--- src/rtl/multi_tick_timer.sv ---
// multi_tick_timer: a shared prescaler turns `clock` into ticks. NCHAN
// independent WIDTH-bit channel counters advance on every tick. Callers use
// a start/done interface to READ a channel, CLEAR it, or WAIT for it to
// advance by `arg` ticks.
//
// Optional feature: define MULTI_TICK_TIMER_WAIT_EN to build the blocking
// WAIT (WAITING state, target register and comparator). When the macro is
// undefined, op=WAIT completes like READ and busy is tied low.
module multi_tick_timer #(
    parameter int CLK_DIV = 100000,
    parameter int WIDTH   = 32,
    parameter int NCHAN   = 4,
    localparam int CW     = (NCHAN > 1) ? $clog2(NCHAN) : 1
) (
    input  logic             clock,
    input  logic             reset,
    input  logic             start_port,
    input  logic [1:0]       op,
    input  logic [CW-1:0]    chan,
    input  logic [WIDTH-1:0] arg,
    output logic             done_port,
    output logic             busy,
    output logic [WIDTH-1:0] out1
);

    localparam int PW = $clog2(CLK_DIV);
    localparam logic [PW-1:0] PRESC_LAST = PW'(CLK_DIV - 1);
    localparam logic [1:0] OP_CLEAR = 2'd1;
`ifdef MULTI_TICK_TIMER_WAIT_EN
    localparam logic [1:0] OP_WAIT  = 2'd2;
`endif

    logic [PW-1:0]    presc;
    logic             tick;
    logic [WIDTH-1:0] count [NCHAN];
    logic             chan_ok;
    logic [WIDTH-1:0] rd_val;
    logic             clear_en;
    logic             done_next;
    logic [WIDTH-1:0] out1_next;

`ifdef MULTI_TICK_TIMER_WAIT_EN
    typedef enum logic {IDLE, WAITING} state_t;
    state_t           state, state_next;
    logic [WIDTH-1:0] target, target_next;
    logic [CW-1:0]    wait_chan, wait_chan_next;
    logic [WIDTH-1:0] wait_count;

    assign wait_count = count[wait_chan];
    assign busy       = (state == WAITING);
`else
    logic unused_arg;
    assign unused_arg = ^arg;
    assign busy       = 1'b0;
`endif

    assign tick    = (presc == PRESC_LAST);
    // Out-of-range channels behave as a READ of zero and never touch state.
    assign chan_ok = (int'(chan) < NCHAN);
    assign rd_val  = chan_ok ? count[chan] : '0;

    // Prescaler: free-running 0..CLK_DIV-1, tick on the last count.
    always_ff @(posedge clock or posedge reset) begin
        if (reset) begin
            presc <= '0;
        end else if (tick) begin
            presc <= '0;
        end else begin
            presc <= presc + 1'b1;
        end
    end

    // Channel counters: a CLEAR wins over a coincident tick on its own channel.
    always_ff @(posedge clock or posedge reset) begin
        if (reset) begin
            for (int i = 0; i < NCHAN; i++) begin
                count[i] <= '0;
            end
        end else begin
            for (int i = 0; i < NCHAN; i++) begin
                if (clear_en && (chan == CW'(i))) begin
                    count[i] <= '0;
                end else if (tick) begin
                    count[i] <= count[i] + 1'b1;
                end
            end
        end
    end

    // Call decode and completion: next out1/done, and the WAIT bookkeeping.
    always_comb begin
        done_next = 1'b0;
        out1_next = out1;
        clear_en  = 1'b0;
`ifdef MULTI_TICK_TIMER_WAIT_EN
        state_next     = state;
        target_next    = target;
        wait_chan_next = wait_chan;
        if (state == WAITING) begin
            // Counts step by one, so equality is always hit, even across wrap.
            if (wait_count == target) begin
                out1_next  = target;
                done_next  = 1'b1;
                state_next = IDLE;
            end
        end else if (start_port) begin
            if ((op == OP_WAIT) && (arg != '0) && chan_ok) begin
                target_next    = rd_val + arg;
                wait_chan_next = chan;
                state_next     = WAITING;
            end else begin
                out1_next = rd_val;
                done_next = 1'b1;
                clear_en  = (op == OP_CLEAR) && chan_ok;
            end
        end
`else
        if (start_port) begin
            out1_next = rd_val;
            done_next = 1'b1;
            clear_en  = (op == OP_CLEAR) && chan_ok;
        end
`endif
    end

    // Result and completion registers; done is a single-cycle pulse.
    always_ff @(posedge clock or posedge reset) begin
        if (reset) begin
            done_port <= 1'b0;
            out1      <= '0;
        end else begin
            done_port <= done_next;
            out1      <= out1_next;
        end
    end

`ifdef MULTI_TICK_TIMER_WAIT_EN
    // WAIT state register: reset aborts any pending wait without a done.
    always_ff @(posedge clock or posedge reset) begin
        if (reset) begin
            state     <= IDLE;
            target    <= '0;
            wait_chan <= '0;
        end else begin
            state     <= state_next;
            target    <= target_next;
            wait_chan <= wait_chan_next;
        end
    end
`endif

endmodule

--- config.mk ---
export PLATFORM = sky130hd
export DESIGN_NAME = multi_tick_timer
export DESIGN_NICKNAME = d
export VERILOG_FILES = /design/src/rtl/multi_tick_timer.sv
export SDC_FILE = /design/constraint.sdc
export NUM_CORES = 1
export LEC_CHECK = 0
export BUFFER_PORTS_ARGS = -buffer_cell sky130_fd_sc_hd__buf_2
export CORE_MARGIN = 3
export CORE_UTILIZATION = 55
export DETAILED_ROUTE_END_ITERATION = 12
export PLACE_DENSITY = 0.74
export SYNTH_ARGS = -nofsm -noshare
export SYNTH_HDL_FRONTEND = slang
export SYNTH_SLANG_ARGS = --single-unit
--- constraint.sdc ---
create_clock -name clock -period 12.2 [get_ports clock]
set_clock_uncertainty 0.15 [all_clocks]
set_input_delay 1.22 -clock clock [delete_from_list [all_inputs] [get_ports clock]]
set_output_delay 1.22 -clock clock [all_outputs]
set_load 0.1 [all_outputs]
==> impl_metrics.tcl <==
set metrics [dict create \
    run_status "completed" \
    design_area_um2 10400 \
    gp_congestion 0.878 \
    hold_depth 1 \
    synth.distinct_cells 44 \
    setup_viol 0 \
    power_switching_mw 0.664 \
    antenna_found_initial 0 \
    yosys_most_used_dff "dfrtp_1" \
    reg2reg_to "count[23]$_DFFE_PP0P_" \
    synth_nets 959 \
    netlist_instances 915 \
    drt-initial-drc-count 659 \
    io_buffers 39 \
    ys_ff_latch 178 \
    async_reset_ff_frac 1.00 \
    synth_top_family_by_area "simple AND/OR/NAND/NOR gates" \
    pin_count 73 \
    path_cells "ha_1, nand4_1, or4_1, or3_1, or4b_1, a21oi_1" \
    synth_edf_count 0 \
    power_frac_clock 0.328 \
    maxCapViolCount 0 \
    clk_pin_slew_worst_paths_ns 0.07 \
    p_comb_frac 0.230 \
    fp-row-count 47 \
    die_area_um2 18700 \
    ir_drop_uv 107 \
    synth_area_per_cell_um2 10.3 \
    wl_per_cell_um 19.2 \
    synthAdderAreaFrac 0.00666 \
    r2r-start "presc[0]$_DFF_PP0_" \
    synth_xor_xnor_area_share 0.0988 \
    hold_violations 0 \
    chipWidth_um 137 \
    reg2regPathDepth 6 \
    yosysWarningCount 0 \
    use_met1 0.345 \
    cp-end-kind "register" \
    synth_area_um2 9400 \
    crit_type "register to register" \
    drc_errors 0 \
    crit_slowest_cell "or4_1" \
    intPower_mw 1.16 \
    vias 7307 \
    drive_above_1_share 0.170 \
    grt_util_all_layers 0.250 \
    cts.repair.resized 0 \
    clockBufferDepth 2 \
    cp_max_fo 15 \
    die-height_um 137 \
    cts-root-buf "clkbuf_16" \
    routed_wl_um 22300 \
    slew_violations 0 \
    layoutNonFillerInstCount 1165 \
    crit_required_ns 12.41 \
    synth_compound_area_frac 0.0372 \
    cts_buffers 17 \
    power_per_cell_area_nw_per_um2 176 \
    diodes 0 \
    vias_per_cell 6.27 \
    holdPathEnd "presc[0]$_DFF_PP0_" \
    rsz0062_at_grt "no" \
    grt_pass1_wl_um 36500 \
    dp_cells 1133 \
    holdBufCountCts 0 \
    hold_class "register to register" \
    min-delay-start "presc[0]$_DFF_PP0_" \
    grt-ovfl-total 0 \
    period_needed_ns 3.24 \
    clk-insertion-delay-late_ns 0.43 \
    seq_area_frac_synth 0.474 \
    firstDrtPassIters 8 \
    grt-busiest-layer "met2" \
    switching_share 0.363 \
    grt_start_max_net_pins 115 \
    met3_usage 0.0397 \
    critPathBufInv 0 \
    fin_util 0.626 \
    cpPeakStageDelay_ns 0.82 \
    cts_setup_buffers 0 \
    fin_crit_sh 0.266 \
    hpwl_um 14900 \
    clock_sinks 178 \
    cts_tree "built" \
    regToRegSetupSlack_ns 8.96 \
    grt_pass1_vias 7029 \
    ant_nets 0 \
    synth_mux_area_frac 0.116 \
    slew_headroom 0.289 \
    crit_path_start_kind "register" \
    cts_max_level 4 \
    placed_area_um2 9770 \
    p_leak_nw 4.22 \
    fin_setup_tns_ns 0 \
    core_region_area_um2 16600 \
    synth-simple-area-share 0.236 \
    start_util 0.565 \
    layout.nets 976 \
    use_met2 0.403 \
    tightest_slew_ns 1.07 \
    clock.fmax_mhz 309 \
    seq_power_share 0.442 \
    critPathArrivalTime_ns 3.45 \
    area_growth_pct 10.8 \
    path_delay_family "simple AND/OR/NAND/NOR gates" \
]
==> sequential cells by signal (all words and copies together), names as in the netlist <==
register	count
count	128
done_port	1
out1	32
presc	17
==> synth_stat cells, types with 17 or more instances <==
| cell | number | share of area |
|---|---|---|
| dfrtp_1 | 178 | 0.47 |
| nor2_1 | 114 | 0.046 |
| xnor2_1 | 68 | 0.063 |
| nand2_1 | 63 | 0.025 |
| nand3_1 | 53 | 0.028 |
| nand4_1 | 48 | 0.032 |
| clkbuf_1 | 43 | 0.017 |
| nor3_1 | 38 | 0.020 |
| xor2_1 | 38 | 0.035 |
| mux2_2 | 33 | 0.040 |
| mux4_2 | 32 | 0.077 |
| a21oi_1 | 27 | 0.014 |
| nor4_1 | 26 | 0.017 |
| inv_1 | 22 | 0.0088 |
| or3_1 | 19 | 0.013 |
| or4_1 | 17 | 0.014 |
==> metrics by stage <==
step	total power, mW	setup WS [ns]	hold WS, ns
floorplan	1.14	6.00	0.305
global placement	1.22	8.58	0.326
detailed placement	1.24	8.50	0.333
CTS	1.84	8.95	0.343
global route	1.90	8.74	0.352
finish	1.83	8.96	0.346
==> worst max path at each step <==
stage | start | endpoint | slack [ns] | depth (start not counted)
floorplan | reset | count[0]$_DFFE_PP0P_ | 6.00 | 1
global placement | start_port | count[56]$_DFFE_PP0P_ | 8.58 | 7
detailed placement | start_port | count[56]$_DFFE_PP0P_ | 8.50 | 7
CTS | presc[0]$_DFF_PP0_ | count[27]$_DFFE_PP0P_ | 8.95 | 6
global route | start_port | count[56]$_DFFE_PP0P_ | 8.74 | 7
finish | presc[0]$_DFF_PP0_ | count[23]$_DFFE_PP0P_ | 8.96 | 6
==> cells in the final DEF (no fill, tap or decap), drive strengths merged, types with 15 or more instances in the layout <==
cell and count:
dfrtp 178, nor2 114, xnor2 68, nand2 63, nand3 53, buf 49, nand4 48, xor2 38
nor3 38, mux2 33, mux4 32, inv 30, a21oi 27, nor4 26, or3 19, or4 19
clkbuf 17, o21ai 15
==> final cells by class <==
cell class,count,area [µm²]
Sequential cell,178,4450
Multi-Input combinational cell,664,4680
Tap cell,220,275
Timing Repair Buffer,49,270
Fill cell,1326,6230
Clock buffer,17,425
Clock inverter,15,216
Inverter,22,87.6
==> logic make-up after synthesis <==
group	Yosys count
adder cells (fa/ha/maj)	5
XOR/XNOR	106
flip-flops	178
other	1
buffers and inverters	73
multiplexers	65
AND/OR/NAND/NOR	427
AO/OA/AOI/OAI	60
==> worst reg2reg max path: stages (launching register included) <==
cell and delay (ns):
dfrtp_1 0.40, ha_1 0.25, nand4_1 0.25, or4_1 0.82
or3_1 0.59, or4b_1 0.56, a21oi_1 0.15
==> layer usage <==
metal,share of wire,up-vias
met2,0.49,248
li1,-,3320
met5,0,-
met1,0.44,3695
met3,0.051,44
met4,0.021,0
==> power by group through the flow <==
stage	logic (mW)	registers, mW	clock network, mW
final	0.421	0.808	0.599
after global routing	0.449	0.822	0.631
after CTS	0.425	0.803	0.608
after detailed placement	0.422	0.814	0
after global placement	0.414	0.809	0
after floorplan	0.171	0.967	0
(Power assumes the default switching activity.)
